**config.mk**
```make
export PLATFORM = sky130hd
export DESIGN_NAME = disp_hole_fill_flat
export DESIGN_NICKNAME = d
export VERILOG_FILES = /design/src/rtl/disp_hole_fill_if.sv /design/src/rtl/disp_hole_fill.sv /design/src/flat_wrapper.sv
export SDC_FILE = /design/constraint.sdc
export NUM_CORES = 1
export LEC_CHECK = 0
export CORE_ASPECT_RATIO = 1.75
export CORE_MARGIN = 2
export CORE_UTILIZATION = 62
export DETAILED_ROUTE_END_ITERATION = 7
export GPL_ROUTABILITY_DRIVEN = 0
export PLACE_DENSITY = 0.86
export REMOVE_ABC_BUFFERS = 1
export SLEW_MARGIN = 40
export SYNTH_ARGS = -nofsm -noshare
export SYNTH_HDL_FRONTEND = slang
export SYNTH_SLANG_ARGS = --single-unit
```
**constraint.sdc**
```tcl
create_clock -name clk -period 12.8 [get_ports clk]
set_input_delay 2.56 -clock clk [delete_from_list [all_inputs] [get_ports clk]]
set_output_delay 2.56 -clock clk [all_outputs]
set_load 0.01 [all_outputs]
```
**src/rtl/disp_hole_fill_if.sv**
```systemverilog
// disp_hole_fill_if: pixel stream bundle for the disparity hole-filling stage.
//
// Signals:
//   in_valid   - disp_in carries a pixel on this advance
//   disp_in    - {flag[1:0], disparity[DWIDTH-1:0]} from the LR check
//                (flag 00 valid, 10 occlusion, 01/11 mismatch)
//   out_valid  - disp_out carries a pixel
//   disp_out   - filled disparity
//   out_filled - disp_out was substituted from a neighbour
//   out_flag   - original flag of the emitted pixel
//
// Handshake: there is no backpressure. A pixel is transferred on every
// advance (clken && en) on which in_valid is high. Outputs are registered,
// change only on advances, and are meaningful while out_valid is high.
//
// Modports: master = producer/consumer around the stage, slave = the stage.
interface disp_hole_fill_if #(
    parameter int DWIDTH = 16
);
    logic              in_valid;
    logic [DWIDTH+1:0] disp_in;
    logic              out_valid;
    logic [DWIDTH-1:0] disp_out;
    logic              out_filled;
    logic [1:0]        out_flag;

    modport master (
        output in_valid, disp_in,
        input  out_valid, disp_out, out_filled, out_flag
    );

    modport slave (
        input  in_valid, disp_in,
        output out_valid, disp_out, out_filled, out_flag
    );
endinterface

```
**src/rtl/disp_hole_fill.sv**
```systemverilog
// disp_hole_fill: scanline hole filling behind the left-right consistency
// check. Invalid pixels (occlusion / mismatch) are replaced by the disparity
// of a valid neighbour on the same scanline. A DEPTH-entry delay line gives
// a bounded lookahead so each pixel can capture its nearest valid right
// neighbour before it is emitted; the nearest valid left neighbour is held
// in a register on the output side.
//
// Parameters:
//   DWIDTH - disparity width (integer [DWIDTH-1:8], fraction [7:0])
//   DEPTH  - delay-line length in advances (must be >= 2)
//   CWIDTH - column counter width
//
// Ports:
//   clk        - clock, rising edge
//   rst        - synchronous active-high reset
//   clken      - global clock enable
//   en         - block enable; the pipeline advances only when clken && en
//   line_width - pixels per line (2..2^CWIDTH-1), static during a frame
//   bus        - disp_hole_fill_if.slave (pixel in / filled pixel out)
//
// Build option:
//   DISP_HOLE_FILL_MISMATCH_MIN_EN - when defined, mismatch pixels take
//   min(left, right) if both neighbours exist. When undefined, mismatch
//   pixels are filled like occlusions (left first, then right).
//
// Latency is exactly DEPTH advances from input to registered output.
module disp_hole_fill #(
    parameter int DWIDTH = 16,
    parameter int DEPTH  = 16,
    parameter int CWIDTH = 10
) (
    input  logic              clk,
    input  logic              rst,
    input  logic              clken,
    input  logic              en,
    input  logic [CWIDTH-1:0] line_width,
    disp_hole_fill_if.slave   bus
);
    localparam int TAIL = DEPTH - 1;
    localparam logic [CWIDTH-1:0] COL_ONE = {{(CWIDTH-1){1'b0}}, 1'b1};

    // Delay line. Entry 0 is the head, entry TAIL is the next to be emitted.
    logic              ent_v         [DEPTH];
    logic [1:0]        ent_flag      [DEPTH];
    logic [DWIDTH-1:0] ent_word      [DEPTH];
    logic [DWIDTH-1:0] ent_right     [DEPTH];
    logic              ent_has_right [DEPTH];
    logic              ent_open      [DEPTH];

    logic [CWIDTH-1:0] icol;
    logic [CWIDTH-1:0] ocol;
    logic [DWIDTH-1:0] left;
    logic              has_left;

    logic              out_valid_q;
    logic [DWIDTH-1:0] disp_out_q;
    logic              out_filled_q;
    logic [1:0]        out_flag_q;

    logic              adv;
    logic [1:0]        in_flag;
    logic [DWIDTH-1:0] in_word;
    logic              in_eol;
    logic              cap_en;
    logic [DEPTH-1:0]  cap_take;

    assign adv     = clken && en;
    assign in_flag = bus.disp_in[DWIDTH+1:DWIDTH];
    assign in_word = bus.disp_in[DWIDTH-1:0];
    assign in_eol  = bus.in_valid && (icol == line_width - COL_ONE);
    assign cap_en  = bus.in_valid && (in_flag == 2'b00);

    // Entries still waiting for a right neighbour on this line take the
    // incoming valid word. Only positions 0..TAIL-1 survive the shift, so
    // the tail entry leaving on this advance is deliberately excluded.
    always_comb begin
        cap_take = '0;
        for (int i = 0; i < TAIL; i++) begin
            cap_take[i] = cap_en && ent_open[i] && !ent_has_right[i];
        end
    end

    // ------------------------------------------------------------------
    // Fill decision for the tail entry
    // ------------------------------------------------------------------
    logic [DWIDTH-1:0] lf_word;
    logic              lf_done;
    logic [DWIDTH-1:0] fill_word;
    logic              fill_done;

    // Left-first neighbour choice, shared by occlusions and (by default)
    // mismatches. Right is only consulted at line start, or after a run
    // of invalid pixels from column 0.
    always_comb begin
        lf_word = '0;
        lf_done = 1'b0;
        if (has_left) begin
            lf_word = left;
            lf_done = 1'b1;
        end else if (ent_has_right[TAIL]) begin
            lf_word = ent_right[TAIL];
            lf_done = 1'b1;
        end
    end

    always_comb begin
        fill_word = '0;
        fill_done = 1'b0;
        if (ent_flag[TAIL] == 2'b00) begin
            fill_word = ent_word[TAIL];
        end else if (ent_flag[TAIL] == 2'b10) begin
            fill_word = lf_word;
            fill_done = lf_done;
        end else begin
`ifdef DISP_HOLE_FILL_MISMATCH_MIN_EN
            if (has_left && ent_has_right[TAIL]) begin
                fill_word = (left < ent_right[TAIL]) ? left : ent_right[TAIL];
                fill_done = 1'b1;
            end else begin
                fill_word = lf_word;
                fill_done = lf_done;
            end
`else
            fill_word = lf_word;
            fill_done = lf_done;
`endif
        end
    end

    // ------------------------------------------------------------------
    // Input side: column counter and delay line
    // ------------------------------------------------------------------
    always_ff @(posedge clk) begin
        if (rst) begin
            icol <= '0;
            for (int i = 0; i < DEPTH; i++) begin
                ent_v[i]         <= 1'b0;
                ent_flag[i]      <= 2'b00;
                ent_word[i]      <= '0;
                ent_right[i]     <= '0;
                ent_has_right[i] <= 1'b0;
                ent_open[i]      <= 1'b0;
            end
        end else if (adv) begin
            if (bus.in_valid) begin
                icol <= in_eol ? '0 : icol + COL_ONE;
            end

            // Shift with capture applied first; an EOL push then closes
            // every entry so the next line can never act as a right
            // neighbour.
            for (int i = 1; i < DEPTH; i++) begin
                ent_v[i]         <= ent_v[i-1];
                ent_flag[i]      <= ent_flag[i-1];
                ent_word[i]      <= ent_word[i-1];
                ent_right[i]     <= cap_take[i-1] ? in_word : ent_right[i-1];
                ent_has_right[i] <= ent_has_right[i-1] | cap_take[i-1];
                ent_open[i]      <= ent_open[i-1] & ~in_eol;
            end

            // Bubbles are loaded with v=0; their other fields never reach
            // the outputs.
            ent_v[0]         <= bus.in_valid;
            ent_flag[0]      <= bus.in_valid ? in_flag : 2'b00;
            ent_word[0]      <= bus.in_valid ? in_word : '0;
            ent_right[0]     <= '0;
            ent_has_right[0] <= 1'b0;
            ent_open[0]      <= ~in_eol;
        end
    end

    // ------------------------------------------------------------------
    // Output side: left neighbour, output column, registered outputs
    // ------------------------------------------------------------------
    always_ff @(posedge clk) begin
        if (rst) begin
            ocol         <= '0;
            left         <= '0;
            has_left     <= 1'b0;
            out_valid_q  <= 1'b0;
            disp_out_q   <= '0;
            out_filled_q <= 1'b0;
            out_flag_q   <= 2'b00;
        end else if (adv) begin
            out_valid_q <= ent_v[TAIL];
            if (ent_v[TAIL]) begin
                disp_out_q   <= fill_word;
                out_filled_q <= fill_done;
                out_flag_q   <= ent_flag[TAIL];

                if (ent_flag[TAIL] == 2'b00) begin
                    left     <= ent_word[TAIL];
                    has_left <= 1'b1;
                end

                // End of line on the output side: the left neighbour must
                // not leak into the next line. This overrides the load above.
                if (ocol == line_width - COL_ONE) begin
                    ocol     <= '0;
                    has_left <= 1'b0;
                end else begin
                    ocol <= ocol + COL_ONE;
                end
            end else begin
                disp_out_q   <= '0;
                out_filled_q <= 1'b0;
                out_flag_q   <= 2'b00;
            end
        end
    end

    assign bus.out_valid  = out_valid_q;
    assign bus.disp_out   = disp_out_q;
    assign bus.out_filled = out_filled_q;
    assign bus.out_flag   = out_flag_q;
endmodule

```
**src/flat_wrapper.sv**
```systemverilog
// flat-port wrapper written by rule: the top's interface ports become plain ports
module disp_hole_fill_flat 
#(
    parameter int DWIDTH = 16,
    parameter int DEPTH  = 16,
    parameter int CWIDTH = 10
)
  (clk, rst, clken, en, line_width, bus_in_valid, bus_disp_in, bus_out_valid, bus_disp_out, bus_out_filled, bus_out_flag);
  disp_hole_fill_if #(.DWIDTH(DWIDTH)) bus_i ();
  input  logic clk;
  input  logic rst;
  input  logic clken;
  input  logic en;
  input  logic [CWIDTH-1:0] line_width;
  input wire logic [$bits(bus_i.in_valid)-1:0] bus_in_valid;
  input wire logic [$bits(bus_i.disp_in)-1:0] bus_disp_in;
  output wire logic [$bits(bus_i.out_valid)-1:0] bus_out_valid;
  output wire logic [$bits(bus_i.disp_out)-1:0] bus_disp_out;
  output wire logic [$bits(bus_i.out_filled)-1:0] bus_out_filled;
  output wire logic [$bits(bus_i.out_flag)-1:0] bus_out_flag;
  assign bus_i.in_valid = bus_in_valid;
  assign bus_i.disp_in = bus_disp_in;
  assign bus_out_valid = bus_i.out_valid;
  assign bus_disp_out = bus_i.disp_out;
  assign bus_out_filled = bus_i.out_filled;
  assign bus_out_flag = bus_i.out_flag;
  disp_hole_fill #(.DWIDTH(DWIDTH), .DEPTH(DEPTH), .CWIDTH(CWIDTH)) u_core (.clk(clk), .rst(rst), .clken(clken), .en(en), .line_width(line_width), .bus(bus_i));
endmodule
```
# Yosys cells after proc, flatten, opt, wreduce, memory -nomap -nowiden
# Memory sizes are Yosys's and may differ from the RTL's.
# Index checks and enable logic that the tools add are counted.
[word_totals] register_bits=57 latch_bits=0 ramBits=592 mem_bits_ro=0 inputBits=33 elab_cells=332 mem_count=6
[mem_list] name="u_core.ent_right" words=16 width=16 rd=16 rd_ports_with_merged_regs=0 wr=16 line="disp_hole_fill.sv:46" source="logic [DWIDTH-1:0] ent_right [DEPTH];"
[mem_list] name="u_core.ent_word" words=16 width=16 rd=16 rd_ports_with_merged_regs=0 wr=16 line="disp_hole_fill.sv:45" source="logic [DWIDTH-1:0] ent_word [DEPTH];"
[mem_list] name="u_core.ent_flag" words=16 width=2 rd=16 rd_ports_with_merged_regs=0 wr=16 line="disp_hole_fill.sv:44" source="logic [1:0] ent_flag [DEPTH];"
[mem_list] name="u_core.ent_has_right" words=16 width=1 rd=16 rd_ports_with_merged_regs=0 wr=16 line="disp_hole_fill.sv:47" source="logic ent_has_right [DEPTH];"
[mem_list] name="u_core.ent_open" words=16 width=1 rd=15 rd_ports_with_merged_regs=0 wr=16 line="disp_hole_fill.sv:48" source="logic ent_open [DEPTH];"
[mem_list] name="u_core.ent_v" words=16 width=1 rd=16 rd_ports_with_merged_regs=0 wr=16 line="disp_hole_fill.sv:43" source="logic ent_v [DEPTH];"
[op_classes] add_sub_neg=3 n_mul=0 div=0 n_lt_le_gt_ge=0 eq_ne=2 shifts=0 mux=131 bitwise=127 reduce_logical=55
[ops] op="16-bit two-way mux" count=52
[ops] op="1-bit bitwise OR" count=111
[ops] op="1-bit two-way mux" count=59
[ops] op="2-bit two-way mux" count=18
[ops] op="1-bit logical AND" count=33
[ops] op="10-bit by 1-bit adder with 10-bit output, second input constant" count=2
[ops] op="10-bit equality test" count=2
[ops] op="10-bit two-way mux" count=2
[ops] op="1-bit AND" count=15
[ops] op="1-bit zero test" count=15
[ops] op="10-bit by 1-bit subtractor with 10-bit output, second input constant" count=1
[ops] op="3-bit AND reduction" count=2
[ops] op="2-bit zero test" count=2
[ops] op="2-bit AND reduction" count=2
[ops] op="2-bit nonzero test" count=1
[ops] op="1-bit NOT" count=1

# Depth between registers and ports, before layout
# Gate-level depths: netlist of the first run.
[depth] word_depth=6 mapped_depth=10 depth_no_buf=9

# Worst setup path before layout of the first run
# Ideal clock, no wire load.
[synth_timing] kind="input to register" start="in clken" end="mem u_core.ent_flag[0][0] (enable)" setup_time_ns=0.700 arrival_time_ns=10.106 slack_ns=1.993 path_stages=5 path_buffers=2 cell_sequence="and2_1 -> clkbuf_1 -> nor2_1 -> clkbuf_1 -> inv_1"
[synth_lines] item="from (decl)" line="flat_wrapper.sv:12" source="input logic clken;"
[synth_lines] item="to (decl)" line="disp_hole_fill.sv:44"

==> results, run 1 <==
- The number of rows in the core area is a little under 100.
- The destination of the worst register-to-register timing path is u_core.ent_open[1][0].
- TritonCTS built the clock tree.
- The actual transition at the worst max-transition pin is between 800 and 900 ps.
- The width of the die is about 160 µm.
- The areal power density over the cells is between 100 and 150 nW/µm².
- The cell count after synthesis is ~2.4k.
- The top cell family by delay on the critical path is buffers and inverters.
- For this design the static power due to leakage is roughly 9.6 nW.
- The cell area reported after detailed placement is approximately 26,000 µm².
- The final hold violation count is 0.
- The post-route setup TNS is 0 ps.
- From bottom edge to top edge, the die measures between 200 and 300 µm.
- In this run, post-CTS hold repair placed 0 buffers.
- Across all register-to-register paths, the minimum setup slack is 10,430 ps.
- STA classifies the critical path startpoint as an input port.
- The worst clock skew on the final layout is around 12 ps.
- Dividing the detail-routed via count by the number of cells gives about 5.7.
- The non-filler instance count after layout is ~2.9k.
- The I/O pin count is 53.
- The number of buffers on the longest clock path is 3.
- The synthesis warning total is 0.
- The global routing usage summed across all routing layers is 22.4%.
- Once detail routing completed, the nets flagged for antenna violations numbered 0.
- The placed wire-length estimate is between 20,000 and 30,000 µm.
- The worst hold path was traced through 2 stages.
- The post-route core utilization is slightly below 70%.
- The number of distinct library cell variants in the gate-level netlist after synthesis is between 50 and 60.
- Sorting the synthesized cells by area gives the leading types as sky130_fd_sc_hd__edfxtp_1 42%, sky130_fd_sc_hd__dfxtp_1 22%, sky130_fd_sc_hd__nand2_1 8.1%.
- The startpoint of the most critical register-to-register path is u_core.icol[3].
- The highest fanout seen on the critical path is between 150 and 200.
- The die covers 42,600 µm².
- The share of the yosys chip area belonging to registers is a little under two thirds.
- The kind of path behind the tightest hold check is reg2reg.
- After detailed routing, the average wire length per cell comes to ~16 µm.
- The post-CTS setup buffer count is 0.
- Dividing the final minimum period by the clock period gives a little over two fifths.
- Walking the worst path, the cells encountered are clkdlybuf4s50_1, and2_4, nor2_2, buf_4, inv_12, buf_12, buf_16.
- The count of unresolved DRC violations after routing is 0.
- The synthesis-to-layout area growth is 10.4%.
- Setup repair after global routing left no endpoint under its margin.
- The delay of the slowest critical-path stage is around 600 ps.
- For this run, the leading register cell type out of synthesis is sky130_fd_sc_hd__edfxtp_1.
- By count the netlist is led by 549 x sky130_fd_sc_hd__nand2_1, 353 x sky130_fd_sc_hd__edfxtp_1, 290 x sky130_fd_sc_hd__a21oi_1.
- The via total after detailed routing is between 15k and 20k.
- The count of buffers added on input and output ports is 52.
- The proportion of netlist area held by the largest area contributor is roughly two fifths.
- Together, buffers and inverters on the worst path number 5.
- The number of cell instances on the worst register-to-register path is 7.
- The maximum clock frequency is between 0.15 and 0.2 GHz.
- The buffer cell driving the clock tree root is sky130_fd_sc_hd__clkbuf_16.
- The largest net degree at the start of global routing is about 170.
- After floorplanning, the core was sized to cover a little over 40,000 µm².
- The share of flip-flops with an asynchronous set or reset is 0%.
- The max-slew violation count is 0.
- Summed over all instances, the cell type with the most area after synthesis is sky130_fd_sc_hd__edfxtp_1.
- The total routed wirelength is ~47,000 µm.
- The first TritonRoute pass finished after 5 iterations.
- Setup violations remaining at the end of the flow were counted as 0.
- The critical-path cell with the highest stage delay is sky130_fd_sc_hd__and2_4.
- The global-route wire length before repair is 78,100 µm.
- The first-iteration detailed-routing DRC count is roughly 1.3k.
- By instance count, the leading cell after synthesis is sky130_fd_sc_hd__nand2_1.
- The initial antenna violation count is 0.
- The tree built by TritonCTS fans out to 631 sinks.
- The net count reported at finish is between 2k and 2.5k.
- The worst pin sits at a relative slew slack of 43.9%.
- Summed over all layers, the global routing overflow is 0.
- The number of cells after detailed placement is 2,838.
- The clock period could shrink to roughly 5500 ps.
- The source of the worst hold timing path is u_core.bus.out_filled.
- The post-route standard cell area excluding fillers is roughly 28,000 µm².
- The max-capacitance violation count is 0.
- After synthesis the cells add up to approximately 25,000 µm².
- The data arrival time at the worst-slack endpoint is 5760 ps.
- The number of buffers created by CTS is 54.
- The number of gates resized after CTS was 0.
- The clock-pin slew on the worst setup and hold paths is ~60 ps.
- The worst setup path is captured at a flop.
- The worst setup path is of the in2reg kind.
- The post-synthesis register bit count is 631.
- The end of the worst hold path is u_core.bus.out_filled.
- The fraction of layout cells with a size suffix above 1 is slightly above 6%.
- The largest vdd supply drop is 0.000141 V.
- The number of antenna diodes is 0.
- The run finished with clean final reports.
- Counting flops with a built-in enable in the synthesized netlist gives ~350.
- STA puts the critical path data required time at between 10,000 and 15,000 ps.
- The CTS H-tree depth is 2.
- The clock latency at the later pin of the worst-skew pair is a little under 600 ps.
- In this run the mean area of a mapped cell was around 11 µm².
- The starting density of the core is around 63%.
- The via count of the first global-routing pass was about 16k.
-- power by group --
group | switching [W] | total, W | internal, W | leakage [nW]
clock | 0.000715 | 0.00171 | 0.000997 | 0.924
sequential | 0.0000311 | 0.00226 | 0.00223 | 6.02
combinational | 0.000137 | 0.000194 | 0.0000576 | 2.69
-- per-stage QoR --
step	setup slack [ps]	total power [W]	hold slack [ps]
6_report	7260	0.00417	441
3_5_place_dp	6720	0.00250	436
2_1_floorplan	-5280	0.00244	426
4_1_cts	7340	0.00420	447
3_3_place_gp	6710	0.00248	425
5_1_grt	7090	0.00429	464
-- layout by cell type, fill, tap and decap left out, drive strengths merged, types with 4 or more instances in the layout --
| cell | Yosys | layout |
|---|---|---|
| nor3b | 4 | 4 |
| and2 | 214 | 214 |
| nor3 | 6 | 6 |
| and3 | 7 | 7 |
| a22o | 23 | 23 |
| a211oi | 103 | 103 |
| clkdlybuf4s50 | 0 | 47 |
| nand2b | 5 | 5 |
| clkbuf | 164 | 71 |
| inv | 4 | 7 |
| nor4 | 4 | 4 |
| buf | 17 | 24 |
| nand3 | 10 | 10 |
| nand2 | 549 | 549 |
| edfxtp | 353 | 353 |
| a21oi | 290 | 290 |
| xnor2 | 17 | 17 |
| mux2i | 96 | 96 |
| xor2 | 15 | 15 |
| nor2 | 173 | 173 |
| bufinv | 0 | 8 |
| or2 | 10 | 10 |
| clkinv | 0 | 18 |
| a22oi | 15 | 15 |
| dfxtp | 278 | 278 |
-- flip-flops by register name (all words and copies together) (netlist names) --
register	count
u_core.bus.out_filled	1
u_core.icol	10
u_core.bus.disp_out	16
u_core.ent_right	240
u_core.ocol	10
u_core.bus.out_valid	1
u_core.left	16
u_core.ent_flag	32
u_core.ent_word	256
u_core.ent_open	15
u_core.bus.out_flag	2
u_core.ent_has_right	15
u_core.has_left	1
u_core.ent_v	16
-- cells by family (layout without fill, tap and decap cells) --
group	Yosys count	after routing	share of synthesized area, %
simple gates	997	997	17.6
flops	631	631	63.7
compound gates	449	449	10.6
buf+inv	185	177	2.86
mux	96	96	3.79
xor+xnor	35	35	1.37
fa+ha+maj	3	3	0.148
-- worst max-delay path by stage --
stage | startpoint | to | slack (ps) | cells after the start
finish | clken | u_core.ent_v[0][7] | 7260 | 7
global route | clken | u_core.ent_word[1][10] | 7090 | 7
CTS | en | u_core.ent_word[1][11] | 7340 | 7
detailed placement | clken | u_core.ent_word[1][31] | 6720 | 7
global placement | clken | u_core.ent_word[1][20] | 6710 | 6
floorplan | en | u_core.ent_flag[0][0] | -5280 | 3
-- cell type report --
type,count,area (µm²)
sequential,631,16200
fill,2751,12600
multi-input combinational,1580,8550
clock buffer,69,1510
timing repair buffer,73,712
tap,550,688
clock inverter,31,367
inverter,4,27.5
-- layer usage --
layer	wire (µm)	vias to the layer above	GRT usage (%)
li1	-	8140	-
met1	18000	8114	25.5
met2	26100	371	41.8
met3	1730	107	2.84
met4	1540	0	8.91
met5	0	-	0
-- worst min-delay path, delay by kind of cell, from the launching register on --
kind | cells | cell delay [ps]
AND/OR/NAND/NOR | 2 | 90
flip-flops | 1 | 310
Note: power is estimated with default switching activity, not from simulation.
==> inputs of run 2 (changes only) <==
clock period = 5.8 ns   (was 12.8 ns; I/O delays follow)
==> run 2 against run 1 <==
Against the previous run: power rose by 110%; hold slack better by 9.9 ps; combinational power increased by 130%; critical endpoint is now u_core.ocol[9]; clock power rose by 100%; register-to-register slack got worse by 6900 ps; via count increased by 0.56%; largest power group unchanged; final cell count is essentially flat; die area is the same.
==> results, run 2 (same netlist as run 1, synthesis figures left out) <==
- Status: completed (unchanged).
- The number of buffers on the longest clock path came to 3 (unchanged).
- The post-route setup TNS is 0 ps (unchanged).
- The final hold violation count is 0 (unchanged).
- The largest net degree at the start of global routing is 221 (was 165).
- The number of setup violations in the final report is 0 (unchanged).
- The kind of path behind the tightest hold check is reg2reg (unchanged).
- The initial antenna violation count is 0 (unchanged).
- The largest vdd supply drop was 0.000297 V (was 0.000141 V).
- Largest registers ranked by flip-flop count: u_core.ent_word: 256 flops, u_core.ent_right: 240 flops, u_core.ent_flag: 32 flops (unchanged).
- The global-route wire length before repair is 80,100 µm (was 78,100 µm).
- The first-iteration detailed-routing DRC count came to 1,298 (was 1,279).
- The max-capacitance violation count was 0 (unchanged).
- The number of buffers created by CTS was 53 (was 54).
- The number of antenna diodes was 0 (unchanged).
- The cell area reported after detailed placement is 26,200 µm² (about the same).
- The areal power density over the cells was 319 nW/µm² (was 149 nW/µm²).
- The via total after detailed routing was 16.8k (was 16.7k).
- The cell depth of the worst hold path is 2 (unchanged).
- The worst hold slack after final layout is 451 ps (was 441 ps).
- Unrepaired setup endpoints after global routing: no (unchanged).
- The number of gates resized after CTS was 0 (unchanged).
- The number of buffers inserted for hold repair after clock tree synthesis was 0 (unchanged).
- The remaining antenna violation count is 0 (unchanged).
- The count of unresolved DRC violations after routing was 0 (unchanged).
- The number of fillers in the final layout came to 2,741 (was 2,751).
- The width of the die is 157 µm (unchanged).
- The register bank with the most flops is u_core.ent_word (unchanged).
- Highest-count cells in the layout ignoring fill and taps: 548 x sky130_fd_sc_hd__nand2_1, 353 x sky130_fd_sc_hd__edfxtp_1, 290 x sky130_fd_sc_hd__a21oi_1 (unchanged).
- The total routed wirelength is 49,300 µm (was 47,300 µm).
- In the finished design, the share of the clock period the worst path needs comes to between 60% and 70%.
- The placed wire-length estimate is 30,200 µm (was 28,400 µm).
- The number of input and output port buffers inserted is 52 (unchanged).
- The buffer cell driving the clock tree root is sky130_fd_sc_hd__clkbuf_16 (unchanged).
- The routing layer with the top usage in global route is met2 (unchanged).
- The highest fanout seen on the critical path is 8 (was 164).
- The I/O pin count is 53 (unchanged).
- The area used by sequential logic in the layout was 16,200 µm² (unchanged).
- The total area of multi-input combinational cells came to 8550 µm² (unchanged).
- The post-CTS setup buffer count is 0 (unchanged).
- The first-pass iteration count of the detailed router is 5 (unchanged).
- The max-slew violation count was 0 (unchanged).
- The number of cell instances on the worst register-to-register path is 7 (unchanged).
- The kind of end point of the critical path is a flop (unchanged).
- The clock latency at the later pin of the worst-skew pair came to 580 ps (about the same).
- The worst max-slew margin expressed relative to the limit is 41.1% (was 43.9%).
- The post-route standard cell area excluding fillers came to 27,900 µm² (was 28,000 µm²).
- The global-route met3 utilization came to 3.32% (was 2.84%).
- The fraction of layout cells with a size suffix above 1 is 5.82% (was 6.20%).
- The via count of the first global-routing pass is 16.7k (was 16.3k).
- The leakage power was 9.56 nW (was 9.63 nW).
- The remaining global-route overflow is 0 (unchanged).
- The worst slack after detailed placement came to 1490 ps (was 6720 ps).
- The number of rows in the core area is 98 (unchanged).
- The endpoint required time on the critical path was 6260 ps (was 13,010 ps).
- The minimum setup slack in the final design came to 2230 ps (was 7260 ps).
- The met1 track demand over resource was 25.8% (was 25.5%).
- The clock-pin slew on the worst setup and hold paths came to 70 ps (was 60 ps).
- The final routed wire length divided by cell count is 16.8 µm (was 16.1 µm).
- The area of the die is 42,600 µm² (unchanged).
- The critical path launch point type was an input port (unchanged).
- The synthesis-to-layout area growth came to 9.94% (was 10.4%).
- The net count reported at finish is 2,384 (was 2,380).
- The area inside the core boundary is 40,600 µm² (unchanged).
- The data arrival time at the worst-slack endpoint is 4040 ps (was 5760 ps).
- The global-route track usage on met2 is 43.2% (was 41.8%).
- Derived from the worst setup path, the maximum achievable clock frequency is 0.280 GHz.
- The global routing usage summed across all routing layers is 23.1% (was 22.4%).
- The routed via count divided by cell count is 5.73 (was 5.70).
- The startpoint-to-endpoint class of the critical path is in2reg (unchanged).
- The post-route core utilization is 68.8% (was 69.0%).
- The CTS tree is built (unchanged).
- The number of flip-flops under the largest register name is 256 (unchanged).
- The CTS H-tree depth is 2 (unchanged).
- The most common cell after layout, fill and taps aside was sky130_fd_sc_hd__nand2_1 (unchanged).
- The TritonCTS sink count is 631 (unchanged).
- The overall die height was 272 µm (unchanged).
- The actual transition at the worst max-transition pin was 881 ps (was 839 ps).
- Counting I/O delays and the setup requirement, the final critical path takes about 3600 ps.
- The starting density of the core is 62.5% (unchanged).
- The worst clock skew on the final layout is 13.4 ps (was 11.6 ps).
## run 2: through the flow
step	power, W	instances
after floorplan	0.00537	2215
after global placement	0.00549	2841
after detailed placement	0.00552	2841
after CTS	0.00895	2937
after global routing	0.00919	2939
final	0.00891	2939
## run 2: critical path: stages
cell                              delay, ps
sky130_fd_sc_hd__clkdlybuf4s50_1        560
sky130_fd_sc_hd__or4_4                  660
sky130_fd_sc_hd__o41ai_1                470
sky130_fd_sc_hd__nor2_1                  80
sky130_fd_sc_hd__a211o_1                300
sky130_fd_sc_hd__nor4_2                 450
sky130_fd_sc_hd__a21o_2                 290
sky130_fd_sc_hd__nor2_1                  70
## run 2: worst paths after layout
path | startpoint | to | slack (ps)
hold reg to reg | u_core.bus.out_filled | u_core.bus.out_filled | 450
hold / removal | u_core.bus.out_filled | u_core.bus.out_filled | 450
setup reg to reg | u_core.icol[3] | u_core.ent_open[0][6] | 3520
setup / recovery | line_width[3] | u_core.ocol[9] | 2230
## run 2: cell type report
cell class                      instances  area share [%]
Multi-Input combinational cell       1580            30.6
Tap cell                              550            2.47
Clock buffer                           67            5.24
Inverter                                4          0.0807
Clock inverter                         29           0.780
Timing Repair Buffer                   78            2.86
Sequential cell                       631            57.9
## run 2: power by group
group	switching, W	internal [W]	total, W
Sequential	0.0000718	0.00492	0.00500
Clock	0.00156	0.00192	0.00347
Combinational	0.000307	0.000132	0.000439
Total	0.00193	0.00697	0.00891
## run 2: metal layers
| layer | share of wire, % | wire length [µm] |
|---|---|---|
| met1 | 38 | 18500 |
| met2 | 55 | 27100 |
| met3 | 3.9 | 1930 |
| met4 | 3.5 | 1700 |
| met5 | 0 | 0 |
==> inputs of run 3 (changes only) <==
clock period = 3.6 ns   (was 5.8 ns; I/O delays follow)
==> run 3 against run 2 <==
Against the previous run: global-route usage is 0.37 points lower; clock skew is 5.5 ps higher; sequential cell count stayed put; worst setup slack worse by 1800 ps; critical path type unchanged; final area is 0.57% higher; clock power is 63% higher; sequential share of layout area is 0.33 points lower; die area stayed put; first-iteration DRC count is 8.2% lower.
==> results, run 3 (same netlist as run 1, synthesis figures left out) <==
- The number of gates resized after CTS is 0 (unchanged).
- The reg2reg setup slack is 1200 ps (was 3520 ps).
- The fraction of layout cells with a size suffix above 1 is 6.58% (was 5.82%).
- The critical-path cell with the highest stage delay was sky130_fd_sc_hd__or4_4 (unchanged).
- The clock-pin slew on the worst setup and hold paths is 70 ps (about the same).
- The starting density of the core is 62.5% (unchanged).
- The number of buffers inserted for hold repair after clock tree synthesis was 0 (unchanged).
- The clock latency at the later pin of the worst-skew pair is 580 ps (about the same).
- The destination of the critical timing path is u_core.ocol[3] (was u_core.ocol[9]).
- The actual transition at the worst max-transition pin came to 820 ps (was 881 ps).
- The via total after detailed routing is 16.8k (about the same).
- The routing layer with the top usage in global route is met2 (unchanged).
- The routed via count divided by cell count is 5.65 (was 5.73).
- Based on the critical path, the design can be clocked at up to about 0.32 GHz.
- The number of cell instances on the worst register-to-register path came to 7 (unchanged).
- The minimum setup slack in the final design is 463 ps (was 2230 ps).
- The buffers plus inverters on the worst setup path is 1 (unchanged).
- The destination of the worst register-to-register timing path was u_core.ent_open[0][2] (was u_core.ent_open[0][6]).
- The leakage power is 9.71 nW (was 9.56 nW).
- The remaining global-route overflow is 0 (unchanged).
- The total power draw is 0.0144 W (was 0.00891 W).
- The first-pass iteration count of the detailed router was 5 (unchanged).
- The width of the die was 157 µm (unchanged).
- The CTS tree is built (unchanged).
- The delay of the slowest critical-path stage is 610 ps (was 660 ps).
- The via count of the first global-routing pass is 16.8k (was 16.7k).
- The startpoint of the most critical setup path was line_width[3] (unchanged).
- The areal power density over the cells is 513 nW/µm² (was 319 nW/µm²).
- The most common cell after layout, fill and taps aside is sky130_fd_sc_hd__nand2_1 (unchanged).
- The data arrival time at the worst-slack endpoint is 3600 ps (was 4040 ps).
- The highest fanout seen on the critical path is 8 (unchanged).
- Of the available clock period, the critical path in the final layout requires 87.1%.
- The total stage count of the critical path is 8 (unchanged).
- The area inside the core boundary is 40,600 µm² (unchanged).
- The max-capacitance violation count is 0 (unchanged).
- The endpoint required time on the critical path is 4060 ps (was 6260 ps).
- The worst slack after detailed placement came to -139 ps (was 1490 ps).
- The CTS H-tree depth was 2 (unchanged).
- Unrepaired setup endpoints after global routing: no (unchanged).
- The startpoint-to-endpoint class of the critical path is in2reg (unchanged).
- The total routed wirelength is 48,500 µm (was 49,300 µm).
- The number of rows in the core area was 98 (unchanged).
- The cell repeated most along the worst path is sky130_fd_sc_hd__nor2_1 (unchanged).
- The initial antenna violation count is 0 (unchanged).
- The worst max-slew margin expressed relative to the limit is 45.2% (was 41.1%).
- The number of input and output port buffers inserted is 52 (unchanged).
- The final routed wire length divided by cell count was 16.3 µm (was 16.8 µm).
- The largest vdd supply drop is 0.000433 V (was 0.000297 V).
- The register bank with the most flops was u_core.ent_word (unchanged).
- The first-iteration detailed-routing DRC count is 1,192 (was 1,298).
- The post-CTS setup buffer count is 0 (unchanged).
- The critical path launch point type is an input port (unchanged).
- Cells traversed along the worst timing path: clkdlybuf4s50_1, or4_4, o41ai_1, nor2_1, a211o_1, nor4_2, a21o_2, nor2_1 (unchanged).
- The largest net degree at the start of global routing was 192 (was 221).
- The net count reported at finish was 2,408 (was 2,384).
- The kind of path behind the tightest hold check is reg2reg (unchanged).
- The number of buffers created by CTS is 54 (was 53).
- The I/O pin count was 53 (unchanged).
- The global-route track usage on met2 is 42.6% (was 43.2%).
- The max-slew violation count is 0 (unchanged).
- The number of flip-flops under the largest register name is 256 (unchanged).
- The kind of end point of the critical path is a flop (unchanged).
- Highest-count cells in the layout ignoring fill and taps: 548 x sky130_fd_sc_hd__nand2_1, 353 x sky130_fd_sc_hd__edfxtp_1, 290 x sky130_fd_sc_hd__a21oi_1 (unchanged).
- The number of setup violations in the final report is 0 (unchanged).
- The TritonCTS sink count is 631 (unchanged).
- The placed wire-length estimate is 30,600 µm (was 30,200 µm).
- The number of cells after detailed placement is 2,866 (was 2,841).
- The overall die height is 272 µm (unchanged).
- The number of buffers on the longest clock path was 3 (unchanged).
- The final hold violation count is 0 (unchanged).
- The worst clock skew on the final layout is 19.0 ps (was 13.4 ps).
- The count of unresolved DRC violations after routing is 0 (unchanged).
- The top cell family by delay on the critical path is simple AND/OR/NAND/NOR gates (unchanged).
- Largest registers ranked by flip-flop count: u_core.ent_word: 256 flops, u_core.ent_right: 240 flops, u_core.ent_flag: 32 flops (unchanged).
- The global-route met3 utilization is 3.03% (was 3.32%).
- The remaining antenna violation count was 0 (unchanged).
- The buffer cell driving the clock tree root is sky130_fd_sc_hd__clkbuf_16 (unchanged).
- The post-route setup TNS is 0 ps (unchanged).
- The met1 track demand over resource is 25.6% (was 25.8%).
- Status: completed (unchanged).
- The area of the die is 42,600 µm² (unchanged).
- The global-route wire length before repair came to 79,200 µm (was 80,100 µm).
- The global routing usage summed across all routing layers came to 22.7% (was 23.1%).
- The non-filler instance count after layout came to 2,968 (was 2,939).
- The synthesis-to-layout area growth is 10.6% (was 9.94%).
- The startpoint of the most critical register-to-register path was u_core.icol[3] (unchanged).
- The shortest clock period the worst path allows after layout is roughly 3100 ps.
-- run 3: power breakdown --
group | switching, W | leakage [nW] | internal (W)
registers | 0.000114 | 6.02 | 0.00793
clock network | 0.00248 | 0.857 | 0.00315
logic | 0.000496 | 2.83 | 0.000223
total | 0.00309 | 9.71 | 0.0113
-- run 3: worst register-to-register path, cell delays in order (launching register included) --
cell                        delay (ps)
sky130_fd_sc_hd__dfxtp_1           450
sky130_fd_sc_hd__xor2_1            260
sky130_fd_sc_hd__o311a_1           220
sky130_fd_sc_hd__o2111ai_1         130
sky130_fd_sc_hd__a2111oi_0         360
sky130_fd_sc_hd__o2111a_2          390
sky130_fd_sc_hd__nor2_2            150
sky130_fd_sc_hd__and2_1            200
-- run 3: final cells by class --
class	count	area, µm²
clock buffers	82	1570
repair buffers	101	941
inverters	4	22.5
diodes	1	2.50
clock inverters	19	153
flip-flops and latches	631	16200
well taps	550	688
fillers	2775	12500
multi-input cells	1580	8530
-- run 3: through the flow --
stage	hold slack [ps]	area, µm²	util [%]
after floorplan	426	24700	-
after global placement	433	26400	64.9
after detailed placement	440	26400	64.9
after CTS	450	28100	69.2
after global routing	466	28100	69.1
final	449	28100	69.2
-- run 3: worst min path at each step --
stage,start,end,slack [ps],cells past startpoint
after floorplan,u_core.ent_flag[5][0],u_core.ent_flag[5][2],430,2
after global placement,u_core.bus.out_filled,u_core.bus.out_filled,430,2
after detailed placement,u_core.bus.out_filled,u_core.bus.out_filled,440,2
after CTS,u_core.bus.out_filled,u_core.bus.out_filled,450,2
after global routing,u_core.ent_word[1][51],u_core.ent_word[1][67],470,2
final,u_core.bus.out_filled,u_core.bus.out_filled,450,2
-- run 3: routing by layer --
layer	part of all wire, %	vias up
li1	-	8205
met1	38	8003
met2	55	422
met3	3.6	125
met4	3.3	0
met5	0	-
